--- src/rtl/data_mem_arbiter_if.sv ---
// Bus bundle between the two requesters, the arbiter and the single-port data memory.
// master: requester/memory side; slave: arbiter side.
interface data_mem_arbiter_if #(
    parameter int unsigned AW = 8,
    parameter int unsigned DW = 8
);
    logic          p0_req;
    logic          p0_we;
    logic [AW-1:0] p0_addr;
    logic [DW-1:0] p0_wdata;
    logic          p0_ack;
    logic          p0_rvalid;

    logic          p1_req;
    logic          p1_we;
    logic [AW-1:0] p1_addr;
    logic [DW-1:0] p1_wdata;
    logic          p1_ack;
    logic          p1_rvalid;

    logic [DW-1:0] rdata;

    logic          mem_we;
    logic          mem_re;
    logic [AW-1:0] mem_addr;
    logic [DW-1:0] mem_wd;
    logic [DW-1:0] mem_rd;

    modport master (
        output p0_req, p0_we, p0_addr, p0_wdata,
        input  p0_ack, p0_rvalid,
        output p1_req, p1_we, p1_addr, p1_wdata,
        input  p1_ack, p1_rvalid,
        input  rdata,
        input  mem_we, mem_re, mem_addr, mem_wd,
        output mem_rd
    );

    modport slave (
        input  p0_req, p0_we, p0_addr, p0_wdata,
        output p0_ack, p0_rvalid,
        input  p1_req, p1_we, p1_addr, p1_wdata,
        output p1_ack, p1_rvalid,
        output rdata,
        output mem_we, mem_re, mem_addr, mem_wd,
        input  mem_rd
    );
endinterface

--- src/rtl/data_mem_arbiter.sv ---
// Two-port arbiter in front of a single-port registered-read data memory; port 0 has priority.
// Define MEM_ARB_WAIT_GUARD_EN to force a port-1 grant after MAX_WAIT consecutive denials.
module data_mem_arbiter #(
    parameter int unsigned AW = 8,
    parameter int unsigned DW = 8
`ifdef MEM_ARB_WAIT_GUARD_EN
    ,
    parameter int unsigned MAX_WAIT = 4
`endif
) (
    input logic               CLK,
    input logic               RST,
    data_mem_arbiter_if.slave bus
);
    logic grant0;
    logic grant1;
    logic force1;
    logic rvalid0_q;
    logic rvalid1_q;

`ifdef MEM_ARB_WAIT_GUARD_EN
    localparam logic [3:0] WaitMax = 4'(MAX_WAIT);

    logic [3:0] wait_cnt_q;
    logic [3:0] wait_cnt_d;

    assign force1 = bus.p1_req && (wait_cnt_q == WaitMax);

    // Counts consecutive denied cycles of a live port-1 request; any grant or idle cycle clears it.
    always_comb begin
        wait_cnt_d = 4'd0;
        if (bus.p1_req && !grant1) begin
            wait_cnt_d = (wait_cnt_q == WaitMax) ? WaitMax : wait_cnt_q + 4'd1;
        end
    end

    always_ff @(posedge CLK or negedge RST) begin
        if (!RST) begin
            wait_cnt_q <= 4'd0;
        end else begin
            wait_cnt_q <= wait_cnt_d;
        end
    end
`else
    assign force1 = 1'b0;
`endif

    // Grants are suppressed while reset is held so nothing reaches the memory.
    always_comb begin
        grant0 = 1'b0;
        grant1 = 1'b0;
        if (RST) begin
            if (bus.p1_req && (!bus.p0_req || force1)) begin
                grant1 = 1'b1;
            end else if (bus.p0_req) begin
                grant0 = 1'b1;
            end
        end
    end

    always_comb begin
        bus.mem_we   = 1'b0;
        bus.mem_re   = 1'b0;
        bus.mem_addr = '0;
        bus.mem_wd   = '0;
        if (grant0) begin
            bus.mem_addr = bus.p0_addr;
            bus.mem_we   = bus.p0_we;
            bus.mem_re   = !bus.p0_we;
            bus.mem_wd   = bus.p0_we ? bus.p0_wdata : '0;
        end else if (grant1) begin
            bus.mem_addr = bus.p1_addr;
            bus.mem_we   = bus.p1_we;
            bus.mem_re   = !bus.p1_we;
            bus.mem_wd   = bus.p1_we ? bus.p1_wdata : '0;
        end
    end

    // One owner bit per port, aligned with the memory's registered read port.
    always_ff @(posedge CLK or negedge RST) begin
        if (!RST) begin
            rvalid0_q <= 1'b0;
            rvalid1_q <= 1'b0;
        end else begin
            rvalid0_q <= grant0 && !bus.p0_we;
            rvalid1_q <= grant1 && !bus.p1_we;
        end
    end

    assign bus.p0_ack    = grant0;
    assign bus.p1_ack    = grant1;
    assign bus.p0_rvalid = rvalid0_q;
    assign bus.p1_rvalid = rvalid1_q;
    assign bus.rdata     = bus.mem_rd;
endmodule
--- src/flat_wrapper.sv ---
// flat-port wrapper written by rule: the top's interface ports become plain ports
module data_mem_arbiter_flat 
#(
    parameter int unsigned AW = 8,
    parameter int unsigned DW = 8

)
  (CLK, RST, bus_p0_req, bus_p0_we, bus_p0_addr, bus_p0_wdata, bus_p0_ack, bus_p0_rvalid, bus_p1_req, bus_p1_we, bus_p1_addr, bus_p1_wdata, bus_p1_ack, bus_p1_rvalid, bus_rdata, bus_mem_we, bus_mem_re, bus_mem_addr, bus_mem_wd, bus_mem_rd);
  data_mem_arbiter_if #(.AW(AW), .DW(DW)) bus_i ();
  input logic CLK;
  input logic RST;
  input wire logic [$bits(bus_i.p0_req)-1:0] bus_p0_req;
  input wire logic [$bits(bus_i.p0_we)-1:0] bus_p0_we;
  input wire logic [$bits(bus_i.p0_addr)-1:0] bus_p0_addr;
  input wire logic [$bits(bus_i.p0_wdata)-1:0] bus_p0_wdata;
  output wire logic [$bits(bus_i.p0_ack)-1:0] bus_p0_ack;
  output wire logic [$bits(bus_i.p0_rvalid)-1:0] bus_p0_rvalid;
  input wire logic [$bits(bus_i.p1_req)-1:0] bus_p1_req;
  input wire logic [$bits(bus_i.p1_we)-1:0] bus_p1_we;
  input wire logic [$bits(bus_i.p1_addr)-1:0] bus_p1_addr;
  input wire logic [$bits(bus_i.p1_wdata)-1:0] bus_p1_wdata;
  output wire logic [$bits(bus_i.p1_ack)-1:0] bus_p1_ack;
  output wire logic [$bits(bus_i.p1_rvalid)-1:0] bus_p1_rvalid;
  output wire logic [$bits(bus_i.rdata)-1:0] bus_rdata;
  output wire logic [$bits(bus_i.mem_we)-1:0] bus_mem_we;
  output wire logic [$bits(bus_i.mem_re)-1:0] bus_mem_re;
  output wire logic [$bits(bus_i.mem_addr)-1:0] bus_mem_addr;
  output wire logic [$bits(bus_i.mem_wd)-1:0] bus_mem_wd;
  input wire logic [$bits(bus_i.mem_rd)-1:0] bus_mem_rd;
  assign bus_i.p0_req = bus_p0_req;
  assign bus_i.p0_we = bus_p0_we;
  assign bus_i.p0_addr = bus_p0_addr;
  assign bus_i.p0_wdata = bus_p0_wdata;
  assign bus_p0_ack = bus_i.p0_ack;
  assign bus_p0_rvalid = bus_i.p0_rvalid;
  assign bus_i.p1_req = bus_p1_req;
  assign bus_i.p1_we = bus_p1_we;
  assign bus_i.p1_addr = bus_p1_addr;
  assign bus_i.p1_wdata = bus_p1_wdata;
  assign bus_p1_ack = bus_i.p1_ack;
  assign bus_p1_rvalid = bus_i.p1_rvalid;
  assign bus_rdata = bus_i.rdata;
  assign bus_mem_we = bus_i.mem_we;
  assign bus_mem_re = bus_i.mem_re;
  assign bus_mem_addr = bus_i.mem_addr;
  assign bus_mem_wd = bus_i.mem_wd;
  assign bus_i.mem_rd = bus_mem_rd;
  data_mem_arbiter #(.AW(AW), .DW(DW)) u_core (.CLK(CLK), .RST(RST), .bus(bus_i));
endmodule
--- config.mk ---
export PLATFORM = sky130hd
export DESIGN_NAME = data_mem_arbiter_flat
export DESIGN_NICKNAME = d
export VERILOG_FILES = /design/src/rtl/data_mem_arbiter_if.sv /design/src/rtl/data_mem_arbiter.sv /design/src/flat_wrapper.sv
export SDC_FILE = /design/constraint.sdc
export NUM_CORES = 1
export LEC_CHECK = 0
export BUFFER_PORTS_ARGS = -buffer_cell sky130_fd_sc_hd__buf_2
export CAP_MARGIN = 10
export CORE_ASPECT_RATIO = 1.1
export CORE_MARGIN = 3
export CORE_UTILIZATION = 22
export DETAILED_ROUTE_END_ITERATION = 8
export PLACE_DENSITY = 0.77
export SYNTH_ARGS = -nofsm -noshare
export SYNTH_HDL_FRONTEND = slang
export SYNTH_SLANG_ARGS = --single-unit
--- constraint.sdc ---
create_clock -name CLK -period 0.8 [get_ports CLK]
set_input_delay 0.04 -clock CLK [delete_from_list [all_inputs] [get_ports CLK]]
set_output_delay 0.04 -clock CLK [all_outputs]
set_load 0.01 [all_outputs]
Word level (Yosys, flattened, before mapping)
Cells that the tools add are included.
{"block": "totals", "ff_bits": 2, "inputBits": 46, "output_inout_bits": 30, "wordCells": 23}
{"block": "classes", "n_mux": 15, "reduce_logical": 6}
{"cell": "8-bit 2-to-1 mux", "n": 6}
{"cell": "1-bit 2-to-1 mux", "n": 9}
{"cell": "1-bit logical AND", "n": 3}
{"cell": "1-bit zero test", "n": 3}

Longest topological paths before layout
Gate-level depths: netlist of run 1.
{"block": "logic_depth", "word_depth": 6, "mapped_depth": 3}

Worst setup path after synthesis of run 1
Ideal clock, no wire load.
{"block": "synth_timing", "path_kind": "input port to output port", "start": "in bus_p0_req", "end": "out bus_mem_we", "arrival_ns": 0.602, "t_required_ns": 0.760, "path_slack_ns": 0.158, "cell_stages": 3, "n_path_buf": 1, "path_cell_list": "and3_1 > buf_2 > or2_1"}
{"block": "synth_between", "elab_chain_len": 6, "word_cells_on_any_way": 9}
{"element": "start, declared", "line_no": "flat_wrapper.sv:12", "text": "input wire logic [$bits(bus_i.p0_req)-1:0] bus_p0_req;"}
{"element": "1-bit zero test", "line_no": "data_mem_arbiter.sv:53", "text": "if (bus.p1_req && (!bus.p0_req || force1)) begin"}
{"element": "1-bit logical AND", "line_no": "data_mem_arbiter.sv:53"}
{"element": "1-bit 2-to-1 mux", "line_no": "data_mem_arbiter.sv:53"}
{"element": "1-bit 2-to-1 mux", "line_no": "data_mem_arbiter.sv:52", "text": "if (RST) begin"}
{"element": "1-bit 2-to-1 mux", "line_no": "data_mem_arbiter.sv:71", "text": "end else if (grant1) begin"}
{"element": "1-bit 2-to-1 mux (*)", "line_no": "data_mem_arbiter.sv:66", "text": "if (grant0) begin"}
{"element": "end, declared", "line_no": "flat_wrapper.sv:25", "text": "output wire logic [$bits(bus_i.mem_we)-1:0] bus_mem_we;"}
Mark *: on every way between the ends. The rest lies on a longest branch, timed or not.

Worst setup path after layout of run 1
{"block": "layout_timing", "start": "in bus_p0_req", "end": "out bus_mem_wd[2]"}
{"block": "layout_between", "elab_chain_len": 6, "word_cells_on_any_way": 9}
{"element": "1-bit zero test", "line_no": "data_mem_arbiter.sv:53"}
{"element": "1-bit logical AND", "line_no": "data_mem_arbiter.sv:53"}
{"element": "1-bit 2-to-1 mux", "line_no": "data_mem_arbiter.sv:53"}
{"element": "1-bit 2-to-1 mux", "line_no": "data_mem_arbiter.sv:52"}
{"element": "8-bit 2-to-1 mux", "line_no": "data_mem_arbiter.sv:71"}
{"element": "8-bit 2-to-1 mux (*)", "line_no": "data_mem_arbiter.sv:66"}
{"element": "end, declared", "line_no": "flat_wrapper.sv:28", "text": "output wire logic [$bits(bus_i.mem_wd)-1:0] bus_mem_wd;"}
Marked as above.

==> qor.yml, run 1 <==
outcome: "finished with violations"
failed_checks: "negative setup slack"
worst-endpoint-arrival_ns: 0.78
period_minus_slack_ns: 0.824
rsz0062_at_grt: "true"
route.vias.total: 592
floorplan.core_area_um2: 1400
first_global_vias: 513
route.antenna.remaining_nets: 0
multiplexer_share_of_the_synthesized_area: 0
worstMarginPinSlew_ns: 0.196
fin_nets: 144
initial_utilization: 0.242
wl_per_cell_um: 14.0
synthSimpleGateAreaFrac: 0.133
relSlewSlack: 0.869
port_buffers: 59
synth_adder_area_share: 0
routed_wire_length_um: 1560
powerDensity_nw_per_um2: 914
cts_buffers: 3
die_area_um2: 2050
tritoncts: "done"
worst_ir_drop_vdd_mv: 0.664
final_hold_viol_count: 0
worstSetupStartpointType: "input port"
synth_compound_gate_area_share: 0.439
avgSynthCellArea_um2: 8.69
clockPowerShare: 0.351
root_buffer: "clkbuf_4"
globalRouteTotalUtil: 0.126
synthCells: 39
via_per_inst: 5.29
max_stage_delay_ns: 0.34
crit_path_cell_trace: "buf_8 -> and4b_1 -> a22o_1 -> buf_2"
maxSlewViolCount: 0
grt_start_max_net_pins: 12
critical_path_class: "in2out"
insertedDiodeCount: 0
power.switching_uw: 181
postCtsSetupRepairBufs: 0
row_count: 14
syn_to_final_growth_pct: 101
remaining_drc_errors: 0
yosysUniqueCellTypes: 15
pwr-share-seq: 0.170
internal_power_uw: 442
switching_share: 0.291
clock_tree.buffer_depth: 2
comb_power_share: 0.479
drt_iter0_markers: 6
drive_gt1_frac: 0.729
fin_crit_sh: 1.03
grt_pass1_wl_um: 1970
seq_cells_post_synth: 2
dp_hpwl_um: 1140
crit_slowest_cell: "and4b_1"
dr.pass1.iters: 4
synth-warning-count: 0
crit_path_end_kind: "output pin"
cts_num_sinks: 2
critical_path_required_ns: 0.76
post_synthesis_sequential_area_ratio: 0.148
post_synthesis_xor_xnor_area_fraction: 0
max_cap_viol_count: 0
setup_ws_ns: -0.0241
synth_fp_nets: 85
antenna_violations_before_repair: 0
largest_family_of_logic_cells_by_synthesized_area: "compound AO/OA/AOI/OAI gates"
globalRouteOverflowTotal: 0
crit_path_max_fanout: 6
io-pin-count: 76
dieWidth_um: 43.4
power.static_leakage_nw: 0.437
post_route_core_utilization: 0.487
die-height_um: 47.2
finalSetupViolations: 1
place.gp.congestion: 0.592
setup_total_negative_slack_ns: -0.0241
holdCritPathClass: "in2out"
cts_max_level: 1
synth_area_um2: 339
achievable-frequency_ghz: 1.21
==> cell usage after synthesis, drive strengths merged <==
cell type / n / area [µm²]
and3b: 1 / 8.76
and2: 1 / 6.26
nor2: 1 / 3.75
and4b: 1 / 10.0
dfrtp: 2 / 50.1
buf: 11 / 87.6
or2: 1 / 6.26
nand2: 1 / 3.75
o2bb2ai: 1 / 8.76
a22o: 16 / 140
inv: 2 / 7.50
and3: 1 / 6.26
==> state kept, by name, indices dropped and copies added, names as in the netlist <==
register	count
u_core.bus.p0_rvalid	1
u_core.bus.p1_rvalid	1
==> cells by family (layout without fill, tap and decap cells) <==
kind of cell	count (synthesis)	after routing
AOI/OAI and AO/OA	17	17
buffers and inverters	13	68
DFF	2	2
and+or+nand+nor	7	9
==> power groups by stage <==
stage / Sequential (mW) / Combinational, mW / Clock, mW
floorplan: 0.109 / 0.147 / 0
global placement: 0.107 / 0.266 / 0
finish: 0.106 / 0.299 / 0.219
detailed placement: 0.107 / 0.271 / 0
CTS: 0.106 / 0.277 / 0.226
global route: 0.106 / 0.323 / 0.253
==> critical path, delay by kind of cell <==
kind                   cells  cell delay (ns)
AO/OA/AOI/OAI              1             0.17
buffers and inverters      2             0.23
AND/OR/NAND/NOR            1             0.34
==> stage by stage <==
step | setup slack (ns) | cell area [µm²] | power, mW | hold slack, ns | instances
CTS | -0.0228 | 644 | 0.610 | 0.0737 | 110
finish | -0.0241 | 682 | 0.623 | 0.0800 | 112
detailed placement | -0.114 | 609 | 0.378 | -0.0335 | 107
global placement | -0.0736 | 609 | 0.372 | -0.0454 | 107
floorplan | 0.158 | 339 | 0.256 | -0.256 | 39
global route | -0.0186 | 682 | 0.682 | 0.0800 | 112
==> final cells by class <==
cell class / instances / area [µm²]
multi-input cells: 26 / 221
fillers: 134 / 719
clock buffers: 3 / 22.5
well taps: 16 / 20.0
inverters: 2 / 7.51
flip-flops and latches: 2 / 50.0
repair buffers: 63 / 360
==> final timing paths <==
kind	start	endpoint	slack, ns	cells after the start
min in group asynchronous	RST	u_core.bus.p1_rvalid	0.25	3
max in group asynchronous	RST	u_core.bus.p0_rvalid	0.42	3
worst max-delay path	bus_p0_req	bus_mem_wd[2]	-0.02	4
worst min-delay path	bus_mem_rd[2]	bus_rdata[2]	0.08	0
==> routing by layer <==
metal | wire [µm] | vias to the layer above | global-route usage
li1 | - | 264 | -
met1 | 504 | 266 | 0.103
met2 | 725 | 58 | 0.245
met3 | 312 | 4 | 0.0690
met4 | 22 | 0 | 0.0663
met5 | 0 | - | 0
==> cells in the final DEF, fill, tap and decap left out <==
cell,synthesis,routed
buf_4,8,3
inv_2,1,1
buf_2,1,55
and3_4,0,1
a22o_1,16,16
or2_1,1,1
and4b_1,1,1
dlygate4sd3_1,0,1
dfrtp_1,2,2
and2_1,1,1
and4b_2,0,1
clkbuf_4,0,3
nand2_1,1,1
buf_6,2,2
o2bb2ai_1,1,1
inv_1,1,1
buf_8,0,2
nor2_1,1,1
and3b_2,0,2
==> repair_timing <==
action | in CTS | in global routing
pin swaps | 7 | 2
endpoints found under the setup margin | 18 | 18
resized for setup | 7 | 5
gates cloned | 0 | 2
endpoints found under the hold margin | 2 | 0
hold buffers | 1 | 0
(Power assumes the default switching activity.)
==> inputs of run 2 (changes only) <==
==> constraint.sdc (replaced) <==
create_clock -name CLK -period 0.82 [get_ports CLK]
set_input_delay 0.041 -clock CLK [delete_from_list [all_inputs] [get_ports CLK]]
set_output_delay 0.041 -clock CLK [all_outputs]
set_load 0.01 [all_outputs]
==> run 2 against run 1 <==
  * The flow still finishes with violations (negative setup slack)
  * Worst hold slack gained 0.0020 ns
  * First-iteration DRC count shrank 67%
  * Routed wire length shrank 1.3%
  * Worst setup slack gained 0.020 ns
  * Total power shrank 3.2%
  * Combinational power shrank 5%
  * Flip-flop and latch count is the same
  * Non-clock buffer count is the same
  * Critical endpoint is now bus_mem_we
==> qor.yml, run 2 (synthesis gave the netlist of run 1 again) <==
min_delay_path_depth: 0  # unchanged
maxSlewViolCount: 0  # unchanged
setup_ws_ns: -0.00404  # was -0.0241 ns
via_per_inst: 5.14  # was 5.29
cts_max_level: 1  # unchanged
multi_input_area_um2: 221  # unchanged
gr-max-usage-layer: "met2"  # unchanged
antenna_violations_before_repair: 0  # unchanged
final_hold_viol_count: 0  # unchanged
initial_utilization: 0.242  # unchanged
root_buffer: "clkbuf_4"  # unchanged
worstHoldEndpoint: "bus_rdata[2]"  # unchanged
route.antenna.remaining_nets: 0  # unchanged
globalRouteMet2Util: 0.236  # was 0.245
grt_pass1_wl_um: 2000  # was 1970 µm
critical_path_required_ns: 0.78  # was 0.76 ns
critical_path_class: "in2out"  # unchanged
drive_gt1_frac: 0.729  # unchanged
floorplan.core_area_um2: 1400  # unchanged
dp_hpwl_um: 1140  # unchanged
globalRouteOverflowTotal: 0  # unchanged
first_global_vias: 509  # was 513
globalRouteTotalUtil: 0.128  # was 0.126
grtUsageMet1: 0.116  # was 0.103
final_design_area_no_fill_um2: 674  # was 682 µm²
worstSetupStartpointType: "input port"  # unchanged
grt.met3_usage: 0.0651  # was 0.0690
seqCellArea_um2: 50.0  # unchanged
setup_total_negative_slack_ns: -0.00404  # was -0.0241 ns
layout_common_cells: "buf_2, a22o_1, buf_4"  # was buf_2, a22o_1, clkbuf_4, buf_4
row_count: 14  # unchanged
routed_wire_length_um: 1540  # was 1560 µm
outcome: "finished with violations"  # unchanged
dr.pass1.iters: 4  # unchanged
io-pin-count: 76  # unchanged
drt_iter0_markers: 2  # was 6
powerDensity_nw_per_um2: 895  # was 914 nW/µm²
remaining_drc_errors: 0  # unchanged
postCtsSetupRepairBufs: 0  # unchanged
insertedDiodeCount: 0  # unchanged
min_from: "bus_mem_rd[2]"  # unchanged
syn_to_final_growth_pct: 98.9  # was 101%
route.vias.total: 576  # was 592
clock_tree.buffer_depth: 2  # unchanged
worstMarginPinSlew_ns: 0.173  # was 0.196 ns
rsz0062_at_grt: "true"  # unchanged
die_area_um2: 2050  # unchanged
num-fill-cells: 142  # was 134
fin_crit_sh: 1.00
fin_nets: 144  # unchanged
dieWidth_um: 43.4  # unchanged
finalSetupViolations: 1  # unchanged
period_minus_slack_ns: 0.824
die-height_um: 47.2  # unchanged
crit_path_end_kind: "output pin"  # unchanged
grt_start_max_net_pins: 12  # unchanged
dpl-instance-area_um2: 609  # unchanged
crit_path_max_fanout: 5  # was 6
cts_buffers: 3  # unchanged
relSlewSlack: 0.885  # was 0.869
worst-endpoint-arrival_ns: 0.78  # about the same
max_cap_viol_count: 0  # unchanged
port_buffers: 59  # unchanged
achievable-frequency_ghz: 1.21
cts_num_sinks: 2  # unchanged
power.static_leakage_nw: 0.435  # was 0.437 nW
place.gp.congestion: 0.593  # was 0.592
wl_per_cell_um: 13.8  # was 14.0 µm
tritoncts: "done"  # unchanged
holdCritPathClass: "in2out"  # unchanged
failed_checks: "negative setup slack"  # unchanged
worst_ir_drop_vdd_mv: 0.652  # was 0.664 mV
final_common_cell: "buf_2"  # unchanged
==> run 2: layer usage <==
layer  share of wire  vias up
li1                -      264
met1            0.31      252
met2            0.48       56
met4           0.014        0
met5               0        -
met3            0.20        4
==> run 2: critical path: stages <==
cell and delay, ns:
buf_4 0.12, and4b_2 0.25, or2_1 0.23, buf_2 0.14
==> run 2: power by group <==
part	internal, mW	total (mW)	switching (mW)	leakage (nW)
logic	0.164	0.285	0.121	0.394
registers	0.103	0.104	0.00100	0.0272
clock network	0.161	0.215	0.0535	0.0138
total	0.427	0.603	0.176	0.435
==> run 2: how the worst max path moves through the flow <==
stage	cells past startpoint	from	to	slack [ns]
floorplan	3	bus_p0_req	bus_mem_we	0.18
global placement	4	bus_p0_req	bus_mem_wd[6]	-0.06
detailed placement	4	bus_p0_req	bus_mem_wd[0]	-0.1
CTS	4	bus_p0_req	bus_mem_addr[2]	-0.005
global route	4	bus_p1_req	bus_mem_we	-0.02
finish	4	bus_p1_req	bus_mem_we	-0.004
==> run 2: area by class of cell <==
class,count,share of cell area
sequential,2,0.0742
timing repair buffer,63,0.523
multi-input combinational,26,0.328
tap,16,0.0297
inverter,2,0.0111
clock buffer,3,0.0334
==> run 2: through the flow <==
stage | utilization | power (mW) | instances | hold slack, ns | setup slack (ns)
2_1_floorplan | - | 0.250 | 39 | -0.255 | 0.176
3_3_place_gp | 0.435 | 0.363 | 107 | -0.0444 | -0.0557
3_5_place_dp | 0.435 | 0.369 | 107 | -0.0325 | -0.0959
4_1_cts | 0.455 | 0.592 | 110 | 0.0747 | -0.00485
5_1_grt | 0.481 | 0.662 | 112 | 0.0817 | -0.0249
6_report | 0.481 | 0.603 | 112 | 0.0820 | -0.00404
==> run 2: timing repair <==
| action | in CTS | in global routing |
|---|---|---|
| hold buffers | 1 | 0 |
| endpoints found under the setup margin | 18 | 18 |
| pin swaps | 3 | 2 |
| gates resized for setup | 5 | 6 |
| endpoints found under the hold margin | 2 | 0 |
| cloned | 0 | 2 |
==> inputs of run 3 (changes only) <==
--- a/config.mk
+++ b/config.mk
@@ -12,6 +12,7 @@
 export CORE_UTILIZATION = 22
 export DETAILED_ROUTE_END_ITERATION = 8
 export PLACE_DENSITY = 0.77
+export RECOVER_POWER = 100
 export SYNTH_ARGS = -nofsm -noshare
 export SYNTH_HDL_FRONTEND = slang
 export SYNTH_SLANG_ARGS = --single-unit
==> run 3 against run 2 <==
  * Flip-flop and latch count unchanged
  * The flow still finishes with violations (negative setup slack)
  * Combinational power about the same
  * Non-clock buffer count unchanged
==> qor.yml, run 3 (synthesis gave the netlist of run 1 again) <==
outcome: "finished with violations"  # unchanged
failed_checks: "negative setup slack"  # unchanged
cts_buffers: 3  # unchanged
critical_path_required_ns: 0.78  # about the same
finalSetupViolations: 1  # unchanged
achievable-frequency_ghz: 1.21  # about the same
route.vias.total: 574  # was 576
root_buffer: "clkbuf_4"  # unchanged
holdCritPathClass: "in2out"  # unchanged
dp.cells: 107  # unchanged
first_global_vias: 509  # unchanged
switching_share: 0.292  # about the same
setup_total_negative_slack_ns: -0.00410  # was -0.00404 ns
wl_per_cell_um: 13.8  # about the same
fin_crit_sh: 1.01  # was 1.00
layoutNonFillerInstCount: 112  # unchanged
port_buffers: 59  # unchanged
cts_num_sinks: 2  # unchanged
globalRouteTotalUtil: 0.128  # unchanged
layout_common_cells: "buf_2, a22o_1, clkbuf_4"  # was buf_2, a22o_1, buf_4
power.static_leakage_nw: 0.431  # was 0.435 nW
grt_pass1_wl_um: 2000  # unchanged
routed_wire_length_um: 1550  # was 1540 µm
postCtsSetupRepairBufs: 0  # unchanged
worstSetupStartpointType: "input port"  # unchanged
comb_power_share: 0.471  # was 0.473
pwr-share-seq: 0.172  # about the same
dp_hpwl_um: 1140  # unchanged
setup_ws_ns: -0.00410  # was -0.00404 ns
clockPowerShare: 0.357  # was 0.356
row_count: 14  # unchanged
floorplan.core_area_um2: 1400  # unchanged
max_cap_viol_count: 0  # unchanged
dr.pass1.iters: 4  # unchanged
tritoncts: "done"  # unchanged
worst_ir_drop_vdd_mv: 0.652  # about the same
final_common_cell: "buf_2"  # unchanged
initial_utilization: 0.242  # unchanged
insertedDiodeCount: 0  # unchanged
io-pin-count: 76  # unchanged
worst-endpoint-arrival_ns: 0.78  # about the same
syn_to_final_growth_pct: 97.8  # was 98.9%
via_per_inst: 5.13  # was 5.14
fin_nets: 144  # unchanged
internal_power_uw: 425  # was 427 µW
crit_path_end_kind: "output pin"  # unchanged
globalRouteOverflowTotal: 0  # unchanged
drt_iter0_markers: 2  # unchanged
place.gp.congestion: 0.593  # unchanged
final_hold_viol_count: 0  # unchanged
period_minus_slack_ns: 0.824  # about the same
remaining_drc_errors: 0  # unchanged
grt_start_max_net_pins: 12  # unchanged
cts_max_level: 1  # unchanged
maxSlewViolCount: 0  # unchanged
die_area_um2: 2050  # unchanged
drive_gt1_frac: 0.719  # was 0.729
antenna_violations_before_repair: 0  # unchanged
clock_tree.buffer_depth: 2  # unchanged
crit_path_max_fanout: 5  # unchanged
rsz0062_at_grt: "true"  # unchanged
relSlewSlack: 0.884  # was 0.885
dieWidth_um: 43.4  # unchanged
route.antenna.remaining_nets: 0  # unchanged
critical_path_class: "in2out"  # unchanged
powerDensity_nw_per_um2: 896  # was 895 nW/µm²
worstMarginPinSlew_ns: 0.174  # was 0.173 ns
die-height_um: 47.2  # unchanged
power.switching_uw: 176  # about the same
placement.setup.worst_slack_ns: -0.0959  # unchanged
-- run 3: repair_timing --
action                                  in CTS  in global routing
hold buffers                                 1                  0
gates resized for setup                      5                  6
pin swaps                                    3                  2
endpoints found under the hold margin        2                  0
endpoints found under the setup margin      18                 18
gates cloned                                 0                  2
-- run 3: worst max-delay path: stages --
cell and delay (ns):
buf_4 0.12, and4b_2 0.25, or2_1 0.23, buf_2 0.14
-- run 3: metrics by stage --
step / hold WS (ns) / total power [mW] / util / instance area (µm²)
global placement: -0.0444 / 0.363 / 0.435 / 609
finish: 0.0820 / 0.601 / 0.479 / 671
detailed placement: -0.0325 / 0.369 / 0.435 / 609
floorplan: -0.255 / 0.250 / - / 339
global route: 0.0820 / 0.659 / 0.479 / 671
CTS: 0.0747 / 0.592 / 0.455 / 638
-- run 3: worst paths after layout --
path | from | end | slack, ns | cells past startpoint
max | bus_p1_req | bus_mem_we | -0.004 | 4
min in group asynchronous | RST | u_core.bus.p1_rvalid | 0.25 | 3
max in group asynchronous | RST | u_core.bus.p0_rvalid | 0.43 | 3
min | bus_mem_rd[2] | bus_rdata[2] | 0.08 | 0
-- run 3: metal layers --
layer  share of wire  track usage  vias up
met2            0.48        0.236       56
met5               0            0        -
met3            0.20       0.0651        4
met4           0.014       0.0663        0
met1            0.31        0.116      250
li1                -            -      264
-- run 3: power groups by stage --
stage | combinational (mW) | sequential, mW | clock [mW]
after detailed placement | 0.264 | 0.105 | 0
after floorplan | 0.143 | 0.106 | 0
after global placement | 0.259 | 0.104 | 0
after CTS | 0.268 | 0.104 | 0.221
after global routing | 0.309 | 0.103 | 0.247
final | 0.283 | 0.104 | 0.214
-- run 3: area by class of cell --
type                       count  area [µm²]
fill                         143         731
timing repair buffer          63         349
multi-input combinational     26         221
sequential                     2        50.0
clock buffer                   3        22.5
tap                           16        20.0
inverter                       2        7.51
